File: config.mk
export PLATFORM = sky130hd
export DESIGN_NAME = fetch_aligner
export DESIGN_NICKNAME = d
export VERILOG_FILES = /design/src/rtl/fetch_pkg.sv /design/src/rtl/fetch_aligner_hw_fifo.sv /design/src/rtl/fetch_aligner.sv
export SDC_FILE = /design/constraint.sdc
export NUM_CORES = 1
export LEC_CHECK = 0
export ABC_CLOCK_PERIOD_IN_PS = 5000
export CAP_MARGIN = 20
export CORE_MARGIN = 3
export CORE_UTILIZATION = 65
export CTS_BUF_LIST = sky130_fd_sc_hd__clkbuf_4 sky130_fd_sc_hd__clkbuf_8 sky130_fd_sc_hd__clkbuf_16
export CTS_CLUSTER_SIZE = 40
export DETAILED_ROUTE_END_ITERATION = 10
export DONT_BUFFER_PORTS = 1
export PLACE_DENSITY_LB_ADDON = 0.25
export SLEW_MARGIN = 10
export SYNTH_ARGS = -nofsm -noshare
export SYNTH_HDL_FRONTEND = slang
export SYNTH_SLANG_ARGS = --single-unit
File: constraint.sdc
create_clock -name clk -period 5 [get_ports clk]
set_clock_uncertainty 0.2 [all_clocks]
set_input_delay 0.75 -clock clk [delete_from_list [all_inputs] [get_ports clk]]
set_output_delay 0.75 -clock clk [all_outputs]
set_load 0.005 [all_outputs]
File: src/rtl/fetch_pkg.sv
// Shared types and helpers for the RV32IC fetch/align front end.
package fetch_pkg;

    localparam int unsigned HW_W = 16;
    localparam int unsigned XLEN = 32;

    typedef enum logic [1:0] {
        IDLE = 2'd0,
        RUN  = 2'd1,
        WAIT = 2'd2,
        DROP = 2'd3
    } fetch_state_t;

    // One aligned instruction as presented to the decoder
    typedef struct packed {
        logic [XLEN-1:0] inst;
        logic [XLEN-1:0] pc;
        logic            compressed;
    } fetch_inst_t;

    // RVC encodings are every halfword whose two low bits are not 2'b11
    function automatic logic is_compressed(input logic [HW_W-1:0] hw);
        return (hw & HW_W'(3)) != HW_W'(3);
    endfunction

endpackage

File: src/rtl/fetch_aligner_hw_fifo.sv
// Halfword circular buffer: pushes and pops 0, 1 or 2 halfwords per cycle.
module hw_fifo
    import fetch_pkg::*;
#(
    parameter int unsigned DEPTH = 4,
    localparam int unsigned CW   = $clog2(DEPTH) + 1
) (
    input  logic            clk,
    input  logic            rst,
    input  logic            flush_i,
    input  logic [1:0]      push_cnt_i,
    input  logic [HW_W-1:0] push_hw0_i,
    input  logic [HW_W-1:0] push_hw1_i,
    input  logic [1:0]      pop_cnt_i,
    output logic [CW-1:0]   count_o,
    output logic [HW_W-1:0] hw0_c_o,
    output logic [HW_W-1:0] hw1_c_o
);

    localparam int unsigned PW = $clog2(DEPTH);

    logic [HW_W-1:0] mem_q [DEPTH];
    logic [PW-1:0]   rd_ptr_q, rd_ptr_d;
    logic [PW-1:0]   wr_ptr_q, wr_ptr_d;
    logic [CW-1:0]   count_q, count_d;

    // Pointer and occupancy update; flush empties the buffer
    always_comb begin
        rd_ptr_d = rd_ptr_q;
        wr_ptr_d = wr_ptr_q;
        count_d  = count_q;
        if (flush_i) begin
            rd_ptr_d = '0;
            wr_ptr_d = '0;
            count_d  = '0;
        end else begin
            rd_ptr_d = rd_ptr_q + PW'(pop_cnt_i);
            wr_ptr_d = wr_ptr_q + PW'(push_cnt_i);
            count_d  = count_q + CW'(push_cnt_i) - CW'(pop_cnt_i);
        end
    end

    // Pointer/count registers
    always_ff @(posedge clk or posedge rst) begin
        if (rst) begin
            rd_ptr_q <= '0;
            wr_ptr_q <= '0;
            count_q  <= '0;
        end else begin
            rd_ptr_q <= rd_ptr_d;
            wr_ptr_q <= wr_ptr_d;
            count_q  <= count_d;
        end
    end

    // Storage writes; lower halfword lands first
    always_ff @(posedge clk) begin
        if (!flush_i) begin
            if (push_cnt_i != 2'd0) begin
                mem_q[wr_ptr_q] <= push_hw0_i;
            end
            if (push_cnt_i == 2'd2) begin
                mem_q[wr_ptr_q + PW'(1)] <= push_hw1_i;
            end
        end
    end

    assign count_o = count_q;
    assign hw0_c_o = mem_q[rd_ptr_q];
    assign hw1_c_o = mem_q[rd_ptr_q + PW'(1)];

endmodule

File: src/rtl/fetch_aligner.sv
// Fetch FSM, fetch/instruction PC tracking and redirect/stale-drop handling.
module fetch_aligner
    import fetch_pkg::*;
#(
    parameter logic [31:0] RESET_PC = 32'h0000_0000,
    parameter int unsigned HW_DEPTH = 4
) (
    input  logic        clk,
    input  logic        rst,
    output logic        imem_req_valid,
    input  logic        imem_req_ready,
    output logic [31:0] imem_req_addr,
    input  logic        imem_rsp_valid,
    input  logic [31:0] imem_rsp_data,
    input  logic        redirect_valid,
    input  logic [31:0] redirect_pc,
    output logic        inst_valid,
    input  logic        inst_ready,
    output logic [31:0] inst,
    output logic [31:0] inst_pc,
    output logic        c_inst_flag
);

    localparam int unsigned CW = $clog2(HW_DEPTH) + 1;

    fetch_state_t    state_q, state_d;
    logic [31:0]     fetch_pc_q, fetch_pc_d;
    logic [31:0]     inst_pc_q, inst_pc_d;
    logic [CW-1:0]   count;
    logic [HW_W-1:0] hw0, hw1;
    logic [HW_W-1:0] push_hw0, push_hw1;
    logic [1:0]      push_cnt, pop_cnt;
    logic            flush;
    logic            head_c;
    logic            can_req;
    fetch_inst_t     out_pkt;

    hw_fifo #(
        .DEPTH (HW_DEPTH)
    ) u_hw_fifo (
        .clk        (clk),
        .rst        (rst),
        .flush_i    (flush),
        .push_cnt_i (push_cnt),
        .push_hw0_i (push_hw0),
        .push_hw1_i (push_hw1),
        .pop_cnt_i  (pop_cnt),
        .count_o    (count),
        .hw0_c_o    (hw0),
        .hw1_c_o    (hw1)
    );

    // A request is only issued when a full word is guaranteed to fit
    assign can_req = (count <= CW'(HW_DEPTH - 2));

    // Next-state, buffer control and decoder-facing outputs
    always_comb begin
        state_d    = state_q;
        fetch_pc_d = fetch_pc_q;
        inst_pc_d  = inst_pc_q;
        push_cnt   = 2'd0;
        push_hw0   = imem_rsp_data[15:0];
        push_hw1   = imem_rsp_data[31:16];
        pop_cnt    = 2'd0;
        flush      = 1'b0;

        head_c         = is_compressed(hw0);
        inst_valid     = head_c ? (count >= CW'(1)) : (count >= CW'(2));
        imem_req_valid = (state_q == RUN) && can_req && !redirect_valid;
        imem_req_addr  = fetch_pc_q & 32'hFFFF_FFFC;

        out_pkt.inst       = '0;
        out_pkt.pc         = inst_pc_q;
        out_pkt.compressed = 1'b0;
        if (inst_valid) begin
            out_pkt.inst       = head_c ? {16'h0000, hw0} : {hw1, hw0};
            out_pkt.compressed = head_c;
        end

        if (inst_valid && inst_ready) begin
            pop_cnt   = head_c ? 2'd1 : 2'd2;
            inst_pc_d = inst_pc_q + (head_c ? 32'd2 : 32'd4);
        end

        case (state_q)
            IDLE: state_d = RUN;
            RUN: begin
                if (imem_req_valid && imem_req_ready) begin
                    state_d = WAIT;
                end
            end
            WAIT: begin
                if (imem_rsp_valid) begin
                    state_d = RUN;
                    // After an odd-halfword redirect the lower half precedes the target
                    if (fetch_pc_q[1]) begin
                        push_cnt = 2'd1;
                        push_hw0 = imem_rsp_data[31:16];
                    end else begin
                        push_cnt = 2'd2;
                    end
                    fetch_pc_d = (fetch_pc_q & 32'hFFFF_FFFC) + 32'd4;
                end
            end
            DROP: begin
                if (imem_rsp_valid) begin
                    state_d = RUN;
                end
            end
            default: state_d = IDLE;
        endcase

        // Redirect overrides push/pop; an in-flight response must then be dropped
        if (redirect_valid) begin
            flush      = 1'b1;
            push_cnt   = 2'd0;
            pop_cnt    = 2'd0;
            fetch_pc_d = redirect_pc & 32'hFFFF_FFFE;
            inst_pc_d  = redirect_pc & 32'hFFFF_FFFE;
            if ((state_q == WAIT || state_q == DROP) && !imem_rsp_valid) begin
                state_d = DROP;
            end else begin
                state_d = RUN;
            end
        end
    end

    assign inst        = out_pkt.inst;
    assign inst_pc     = out_pkt.pc;
    assign c_inst_flag = out_pkt.compressed;

    // State and PC registers
    always_ff @(posedge clk or posedge rst) begin
        if (rst) begin
            state_q    <= IDLE;
            fetch_pc_q <= RESET_PC;
            inst_pc_q  <= RESET_PC;
        end else begin
            state_q    <= state_d;
            fetch_pc_q <= fetch_pc_d;
            inst_pc_q  <= inst_pc_d;
        end
    end

endmodule

; ---- Word level (Yosys, flattened, before mapping)
; Memories as Yosys holds them, arrays and structs flattened.
; Index checks and enable logic that the tools add are counted.
[classes]
n_addsub = 8
n_mul = 0
n_div = 0
magnitude_cmp = 3
n_eq_ne = 7
n_shift = 0
mux = 35
bitwise = 0
reduce_logical = 16
[ops]
columns = op, count
row1 = $mux W32, 7
row2 = $mux W16, 3
row3 = $add A32 B3 Y32, 1
row4 = $add A32 B3 Y32 const B, 1
row5 = $mux W2, 13
row6 = $mux W1, 9
row7 = $reduce_bool A2 Y1, 4
row8 = $eq A2 B2 Y1 const B, 3
row9 = $mux W3, 2
row10 = $pmux W2 S3, 1
row11 = $logic_and A1 B1 Y1, 5
row12 = $add A2 B1 Y2 const B, 2
row13 = $add A2 B2 Y2, 2
row14 = $reduce_and A2 Y1, 2
row15 = $add A3 B2 Y3, 1
row16 = $ge A3 B1 Y1 const B, 1
row17 = $ge A3 B2 Y1 const B, 1
row18 = $le A3 B2 Y1 const B, 1
row19 = $ne A3 B1 Y1 const B, 1
row20 = $ne A3 B2 Y1 const B, 1
row21 = $sub A3 B2 Y3, 1
row22 = $eq A2 B1 Y1 const B, 1
row23 = $logic_not A1 Y1, 2
row24 = $logic_not A2 Y1, 1
row25 = 3 further kinds, 3
[totals]
regBits = 73
latch_bits = 0
mem_bits_rw = 64
mem_bits_ro = 0
inputBits = 70
out_inout_bits = 99
elab_cells = 76
memories = 1
[memory_table]
columns = name, words, word_bits, read_ports, rd_clocked_by_memory_dff, wr, line
row1 = u_hw_fifo.mem_q, 4, 16, 2, 0, 2, fetch_aligner_hw_fifo.sv:22  ; logic [HW_W-1:0] mem_q [DEPTH];

; ---- Depth between registers and ports, before layout
; Gate-level depths: netlist (run 1).
[logic_depth]
ltp_word = 8
ltp_mapped = 12
mapped_depth_nobuf = 11

; ---- Hierarchy
; A second synthesis (run 1) with hierarchy kept.
[hier_totals]
hier_cells = 681
area_unflattened_um2 = 8450.6
[by_module_without_submodules]
columns = mod, n_inst, cells_per_inst, area_per_inst_um2, seq_area_each_um2
row1 = fetch_aligner, 1, 454, 4453.0, 1601.5
row2 = hw_fifo, 1, 227, 3997.6, 2097.0

; ---- Worst setup path before layout (run 1)
; OpenSTA, ideal clock, no wires.
[synth_path]
path_type = reg2reg
startpoint = register u_hw_fifo.rd_ptr_q[0]
endpoint = register inst_pc_q[31] (netlist: inst_pc[31])
arrival_ns = 3.354
required_ns = 4.676
slack_ns = 1.322
stages_incl_launch_ff = 13
n_path_buf = 1
path_cell_list = dfrtp_1 -> clkbuf_1 -> mux4_2 -> and2_1 -> inv_1 -> ha_1 -> inv_1 -> fa_1 -> nand4b_1 -> nor3_1 -> o21ai_1 -> o31a_1 -> o31a_1
[synth_between]
elab_chain_cells = 6
word_cells_on_any_way = 9
cone_classes = add/sub: 1 / eq/ne: 1 / mux: 4 / reduce/logical: 2 / memory: 1
[synth_lines]
columns = item, line
row1 = start: declaration, fetch_aligner_hw_fifo.sv:23  ; logic [PW-1:0] rd_ptr_q, rd_ptr_d;
row2 = start signal: assignment, fetch_aligner_hw_fifo.sv:50  ; rd_ptr_q <= rd_ptr_d;
row3 = $mem_v2 Z4 W16 *, --
row4 = $ne A2 B2 Y1 *, fetch_pkg.sv:23  ; return (hw & HW_W'(3)) != HW_W'(3);
row5 = $mux W3, fetch_aligner.sv:82  ; inst_pc_d = inst_pc_q + (head_c ? 32'd2 : 32'd4);
row6 = $add A32 B3 Y32, fetch_aligner.sv:82
row7 = $mux W32, fetch_aligner.sv:80  ; if (inst_valid && inst_ready) begin
row8 = $mux W32, fetch_aligner.sv:114  ; if (redirect_valid) begin
row9 = end signal: assignment, fetch_aligner.sv:141  ; inst_pc_q <= inst_pc_d;
row10 = end: declaration, fetch_aligner.sv:28  ; logic [31:0] inst_pc_q, inst_pc_d;
; Every way passes the cells marked *; elsewhere a longest branch is shown, timed or not. The select of a mux whose other input is x is not followed.
; A chain may end at the register's enable or synchronous reset.

; ---- Worst setup path in the final report (run 1)
[layout_path]
startpoint = register u_hw_fifo.rd_ptr_q[1]
endpoint = register inst_pc_q[31] (netlist: inst_pc[31])
; The elaborated chain is that of the path after synthesis.

==> results_dict.tcl, run 1 <==
set metrics [dict create \
    run_status "complete, no violations" \
    chipHeight_um 119.0 \
    worstPathCellList "mux4_2 -> and2_1 -> inv_1 -> ha_1 -> inv_1 -> fa_1 -> nand4b_1 -> nor3_1 -> o21ai_1 -> o31a_1 -> o31a_1" \
    switch_share 0.2910 \
    grt_residual_overflow 0 \
    drv_cap 0 \
    postCtsHoldBufs 0 \
    routed_wire_length_per_instance_um 24.37 \
    dieWidth_um 119.0 \
    design.final.nets 735 \
    layout.filler_cells 878 \
    clkPwrFrac 0.384 \
    dp.cells 805 \
    cp_num_buf_inv 2 \
    place.gp.congestion 0.8597 \
    drt_pass1_iterations 5 \
    num_vias 5813 \
    total_switching_power_mw 0.9332 \
    antenna_found_initial 0 \
    antenna_cells_inserted 0 \
    grt_max_degree 64 \
    netlist_area_mm2 0.008303 \
    post-route-drc-count 0 \
    drive_gt1_frac 0.2851 \
    hpwlAfterDp_um 14170 \
    slowest_stage_cell_cp "sky130_fd_sc_hd__dfrtp_1" \
    synth_cell_types 57 \
    cts_htree_levels 4 \
    post_cts_resized 0 \
    synth_cells 701 \
    ys.warnings.count 0 \
    post-cts-setup-buffers 0 \
    synth_edf_count 64 \
    grt_usage 0.2954 \
    drtAntennaViolNets 0 \
    leakagePower_nw 3.193 \
    die_area_mm2 0.01417 \
    synthMostInstantiatedCell "sky130_fd_sc_hd__mux2_2" \
    clkSlewWorstSetupHoldPaths_ps 60 \
    yosys.area.top_type "sky130_fd_sc_hd__edfxtp_1" \
    effective_utilization_at_floorplan 0.6771 \
    critical_path.top_delay_family "simple AND/OR/NAND/NOR gates" \
    final_total_power_mw 3.207 \
    timing.critical_path.from_type "flip-flop" \
    finalNonFillerCells 838 \
    cp.arrival_ps 4640 \
    timing.final.crit_share 0.9074 \
    pwr-share-comb 0.193 \
    slowest_delay_ps 680 \
    clock.fmax_mhz 220.4 \
    dominant_register_cell_in_the_synthesized_netlist "sky130_fd_sc_hd__dfrtp_1" \
    setup_viol_count_final 0 \
    critical_path_peak_fanout 11 \
    vias_per_cell 6.937 \
    avgSynthCellArea_um2 11.84 \
    numClockSinks 135 \
    drt-total-wl_um 20420 \
    tritoncts_buffer_count 17 \
    period_needed_ps 4537 \
    tritoncts "yes" \
    detail_route.iter0.violations 556 \
    synth-async-reset-ratio 0.5259 \
    critical_path.endpoint_type "flip-flop" \
    rsz0062_at_grt "no" \
    timing.hold.worst.class "input port to async pin" \
    ys_seq_elements 135 \
    power_per_cell_area_mw_per_mm2 364.3 \
    synthToLayoutAreaGrowth_pct 6.028 \
    first_global_vias 5784 \
    synth-seq-area-share 0.4454 \
    critPathKind "flip-flop to flip-flop" \
    max_slew.worst_pin.slew_ps 1059 \
    power.sequential.fraction 0.422 \
    slew_limit_headroom 0.2936 \
    clockRootBuffer "sky130_fd_sc_hd__clkbuf_16" \
    first_pass_grt_wire_length_um 32530 \
    netlist.area_leader.share 0.2315 \
    cellInternalPower_mw 2.273 \
    fin_tns_setup_ps 0 \
    synth_top_cells_by_count "91 x sky130_fd_sc_hd__mux2_2, 71 x sky130_fd_sc_hd__dfrtp_1, 64 x sky130_fd_sc_hd__edfxtp_1" \
    number_of_pins_exceeding_their_max_slew_limit_in_the_final_report 0 \
    vdd_drop_max_uv 243.6 \
    placeableCoreArea_mm2 0.01226 \
    hold_viol 0 \
    cts.path.max_buffers 2 \
    clk_latency_ps 420 \
    synth.top_cells.by_area "sky130_fd_sc_hd__edfxtp_1 23%, sky130_fd_sc_hd__dfrtp_1 21%, sky130_fd_sc_hd__mux2_2 12%, sky130_fd_sc_hd__mux4_2 8.7%, sky130_fd_sc_hd__xnor2_1 3.2%" \
    number_of_placement_rows 40 \
    place.port_buffers 0 \
    io_pins 169 \
    crit_required_ps 5100 \
]
## flip-flops by register name (all words and copies together), names as in the netlist
| signal | flops |
|---|---|
| u_hw_fifo.rd_ptr_q | 2 |
| inst_pc | 31 |
| u_hw_fifo.count_o | 3 |
| state_q | 2 |
| fetch_pc_q | 31 |
| u_hw_fifo.wr_ptr_q | 2 |
| u_hw_fifo.mem_q | 64 |
## cell families (layout without fill, tap and decap cells)
| group | count (synthesis) | in the layout | synth area share |
|---|---|---|---|
| compound gates | 93 | 93 | 0.08349 |
| xor+xnor | 45 | 45 | 0.04747 |
| fa+ha+maj | 8 | 8 | 0.01477 |
| buf+inv | 90 | 57 | 0.05651 |
| flops | 135 | 135 | 0.4454 |
| mux | 126 | 126 | 0.2138 |
| other cells | 1 | 3 | 0.0004516 |
| simple gates | 203 | 203 | 0.1380 |
## final timing paths
| path | cells past startpoint | slack (ps) | startpoint | endpoint |
|---|---|---|---|---|
| max | 11 | 460 | u_hw_fifo.rd_ptr_q[1] | inst_pc[31] |
| min | 1 | 70 | rst | fetch_pc_q[27] |
| max reg2reg | 11 | 460 | u_hw_fifo.rd_ptr_q[1] | inst_pc[31] |
| min reg2reg | 2 | 400 | state_q[1] | state_q[1] |
| max in group asynchronous | 2 | 3510 | rst | inst_pc[2] |
| min in group clk | 1 | 200 | redirect_valid | u_hw_fifo.count_o[2] |
## cell usage in the layout (no fill, tap or decap), types with 6 or more instances in the layout
master	instances
sky130_fd_sc_hd__a2111oi_2	7
sky130_fd_sc_hd__a21oi_1	15
sky130_fd_sc_hd__a31oi_1	11
sky130_fd_sc_hd__and2_1	25
sky130_fd_sc_hd__and3_1	36
sky130_fd_sc_hd__and4_1	8
sky130_fd_sc_hd__buf_4	9
sky130_fd_sc_hd__clkbuf_16	17
sky130_fd_sc_hd__clkinv_2	6
sky130_fd_sc_hd__dfrtp_1	70
sky130_fd_sc_hd__edfxtp_1	64
sky130_fd_sc_hd__inv_1	13
sky130_fd_sc_hd__mux2_2	91
sky130_fd_sc_hd__mux4_2	32
sky130_fd_sc_hd__nand2_1	26
sky130_fd_sc_hd__nand3_1	20
sky130_fd_sc_hd__nand4_1	19
sky130_fd_sc_hd__nor2_1	23
sky130_fd_sc_hd__nor3_1	7
sky130_fd_sc_hd__o211ai_1	7
sky130_fd_sc_hd__o21ai_0	15
sky130_fd_sc_hd__o31a_1	6
sky130_fd_sc_hd__or3_1	10
sky130_fd_sc_hd__xnor2_1	30
sky130_fd_sc_hd__xor2_1	15
## layer usage
layer  global-route usage  wire length [µm]  part of all wire
met3               0.1083              2103              0.10
met5                    0                 0                 0
met2               0.4514              9979              0.49
met1               0.3946              7942              0.39
met4              0.09631               396             0.019
## power by group through the flow
stage / sequential [mW] / combinational, mW / clock [mW]
after floorplan: 1.32 / 0.547 / 0
after global placement: 1.37 / 0.595 / 0
after detailed placement: 1.37 / 0.618 / 0
after CTS: 1.35 / 0.621 / 1.24
after global routing: 1.37 / 0.681 / 1.29
final: 1.35 / 0.620 / 1.23
## worst reg2reg max path, cell delays in order, from the launching register on
cell and delay [ps]:
sky130_fd_sc_hd__dfrtp_1 680, sky130_fd_sc_hd__mux4_2 670, sky130_fd_sc_hd__and2_1 210, sky130_fd_sc_hd__inv_1 140, sky130_fd_sc_hd__ha_1 200, sky130_fd_sc_hd__inv_1 60
sky130_fd_sc_hd__fa_1 420, sky130_fd_sc_hd__nand4b_1 380, sky130_fd_sc_hd__nor3_1 590, sky130_fd_sc_hd__o21ai_1 300, sky130_fd_sc_hd__o31a_1 340, sky130_fd_sc_hd__o31a_1 230
## per-stage QoR
step                utilization  hold WS (ps)  worst slack (ps)  instance area (µm²)
finish                   0.7180         66.60             463.0                 8803
global route             0.7180         113.4             157.9                 8803
CTS                      0.7167         79.01             485.7                 8788
detailed placement       0.6695         387.3             515.7                 8209
global placement         0.6695         369.9             716.4                 8209
floorplan                     -         336.6              1322                 8310
## cell type report
| type | instances | area, µm² | share of cell area |
|---|---|---|---|
| tap | 168 | 210.2 | 0.02388 |
| sequential | 135 | 3700 | 0.4203 |
| timing repair buffer | 10 | 82.58 | 0.009380 |
| clock buffer | 21 | 474.2 | 0.05387 |
| clock inverter | 11 | 105.1 | 0.01194 |
| inverter | 15 | 56.30 | 0.006396 |
| multi-input combinational | 478 | 4175 | 0.4743 |
(Power assumes the default switching activity.)
==> run 2, diff against run 1 <==
--- a/config.mk
+++ b/config.mk
@@ -5,10 +5,10 @@
 export SDC_FILE = /design/constraint.sdc
 export NUM_CORES = 1
 export LEC_CHECK = 0
-export ABC_CLOCK_PERIOD_IN_PS = 5000
+export ABC_CLOCK_PERIOD_IN_PS = 4000
 export CAP_MARGIN = 20
 export CORE_MARGIN = 3
-export CORE_UTILIZATION = 65
+export CORE_UTILIZATION = 58
 export CTS_BUF_LIST = sky130_fd_sc_hd__clkbuf_4 sky130_fd_sc_hd__clkbuf_8 sky130_fd_sc_hd__clkbuf_16
 export CTS_CLUSTER_SIZE = 40
 export DETAILED_ROUTE_END_ITERATION = 10
==> constraint.sdc (replaced) <==
create_clock -name clk -period 4 [get_ports clk]
set_clock_uncertainty 0.2 [all_clocks]
set_input_delay 0.6 -clock clk [delete_from_list [all_inputs] [get_ports clk]]
set_output_delay 0.6 -clock clk [all_outputs]
set_load 0.005 [all_outputs]
==> results_dict.tcl, run 2 (synthesis results as in run 1) <==
set metrics [dict create \
    place.gp.congestion 0.8831 \
    cts_htree_levels 4 \
    number_of_pins_exceeding_their_max_slew_limit_in_the_final_report 0 \
    cp.arrival_ps 3790 \
    layout.filler_cells 1049 \
    timing.final.crit_share 0.9220 \
    largest_register_ff_count 64 \
    leakagePower_nw 3.228 \
    tritoncts "yes" \
    dp.cells 824 \
    numClockSinks 135 \
    clock.fmax_mhz 271.1 \
    critical_path_peak_fanout 6 \
    io_pins 169 \
    antenna_cells_inserted 0 \
    worst_hold_slack_ps 59.56 \
    worst_min_delay_path_startpoint "redirect_valid" \
    cts.path.max_buffers 2 \
    place.port_buffers 0 \
    effective_utilization_at_floorplan 0.5959 \
    die_area_mm2 0.01579 \
    layout.cell_area.non_filler_mm2 0.008896 \
    chipHeight_um 125.6 \
    setup.reg_to_reg.worst_slack_ps 310 \
    crit_required_ps 4100 \
    clk_latency_ps 420 \
    rsz0062_at_grt "no" \
    antenna_found_initial 0 \
    min_delay_worst_endpoint "u_hw_fifo.count_o[1]" \
    drive_gt1_frac 0.2956 \
    mostFrequentLayoutCells "91 x sky130_fd_sc_hd__mux2_2, 70 x sky130_fd_sc_hd__dfrtp_1, 64 x sky130_fd_sc_hd__edfxtp_1, 36 x sky130_fd_sc_hd__and3_1, 32 x sky130_fd_sc_hd__mux4_2" \
    min_path_cells 1 \
    multi_input_area_mm2 0.004175 \
    tritoncts_buffer_count 17 \
    number_of_placement_rows 43 \
    finalNonFillerCells 860 \
    run_status "complete, no violations" \
    drtAntennaViolNets 0 \
    critical_path.endpoint_type "flip-flop" \
    final_core_utilization 0.6384 \
    timing.hold.worst.class "input port to flip-flop" \
    fin_ws_ps 311.9 \
    post-cts-setup-buffers 0 \
    first_pass_grt_wire_length_um 32090 \
    grt_residual_overflow 0 \
    first_global_vias 5794 \
    routed_wire_length_per_instance_um 23.70 \
    max_slew.worst_pin.slew_ps 1023 \
    detail_route.iter0.violations 478 \
    critPathKind "flip-flop to flip-flop" \
    dieWidth_um 125.6 \
    largest-register "u_hw_fifo.mem_q" \
    hold_viol 0 \
    final_total_power_mw 4.010 \
    placeableCoreArea_mm2 0.01393 \
    clkSlewWorstSetupHoldPaths_ps 60 \
    clockRootBuffer "sky130_fd_sc_hd__clkbuf_16" \
    drt_pass1_iterations 5 \
    placed_area_mm2 0.008277 \
    vdd_drop_max_uv 285.8 \
    grt_max_degree 62 \
    synthToLayoutAreaGrowth_pct 7.143 \
    design.final.nets 745 \
    final_common_cell "sky130_fd_sc_hd__mux2_2" \
    grt_usage 0.2604 \
    r2r_start "u_hw_fifo.rd_ptr_q[1]" \
    hpwlAfterDp_um 13980 \
    fin_tns_setup_ps 0 \
    drv_cap 0 \
    ff2ff_path_depth 11 \
    timing.rr.end "inst_pc[31]" \
    timing.critical_path.from_type "flip-flop" \
    post-route-drc-count 0 \
    area.sequential_mm2 0.003700 \
    slew_limit_headroom 0.3174 \
    period_needed_ps 3688 \
    placement_setup_slack_ps 344.4 \
    postCtsHoldBufs 1 \
    power_per_cell_area_mw_per_mm2 450.8 \
    drt-total-wl_um 20390 \
    post_cts_resized 0 \
    vias_per_cell 6.683 \
    num_vias 5747 \
    setup_viol_count_final 0 \
]
-- run 2: final cells by class --
class	instances	share of cell area
inverters	15	0.006329
multi-input cells	478	0.4693
clock inverters	13	0.01477
clock buffers	19	0.04951
repair buffers	20	0.01885
flip-flops and latches	135	0.4159
well taps	180	0.02532
-- run 2: report_power, final --
| part | leakage (nW) | switching [mW] | total [mW] | internal [mW] |
|---|---|---|---|---|
| logic | 1.55 | 0.461 | 0.804 | 0.342 |
| registers | 1.41 | 0.135 | 1.68 | 1.55 |
| clock network | 0.273 | 0.602 | 1.53 | 0.925 |
-- run 2: per-layer routing --
layer,up-vias,part of all wire,GRT usage
met5,-,0,0
met4,0,0.012,0.06441
met3,22,0.10,0.1124
met2,205,0.49,0.4132
met1,2958,0.40,0.3334
li1,2562,-,-
-- run 2: how the worst max path moves through the flow --
| stage | start | to | slack, ps |
|---|---|---|---|
| finish | u_hw_fifo.rd_ptr_q[1] | inst_pc[31] | 310 |
| detailed placement | u_hw_fifo.rd_ptr_q[1] | inst_pc[31] | 340 |
| CTS | u_hw_fifo.rd_ptr_q[1] | inst_pc[31] | 310 |
| floorplan | u_hw_fifo.rd_ptr_q[0] | inst_pc[31] | 320 |
| global placement | u_hw_fifo.rd_ptr_q[1] | inst_pc[31] | 410 |
| global route | u_hw_fifo.rd_ptr_q[1] | inst_pc[31] | 110 |
-- run 2: critical path, stage by stage (launching register included) --
cell,delay (ps)
sky130_fd_sc_hd__dfrtp_1,440
sky130_fd_sc_hd__mux4_2,620
sky130_fd_sc_hd__and2_1,210
sky130_fd_sc_hd__inv_1,140
sky130_fd_sc_hd__ha_1,200
sky130_fd_sc_hd__inv_1,60
sky130_fd_sc_hd__fa_1,420
sky130_fd_sc_hd__nand4b_1,230
sky130_fd_sc_hd__nor3_1,230
sky130_fd_sc_hd__o21ai_1,240
sky130_fd_sc_hd__o31a_1,350
sky130_fd_sc_hd__o31a_1,230
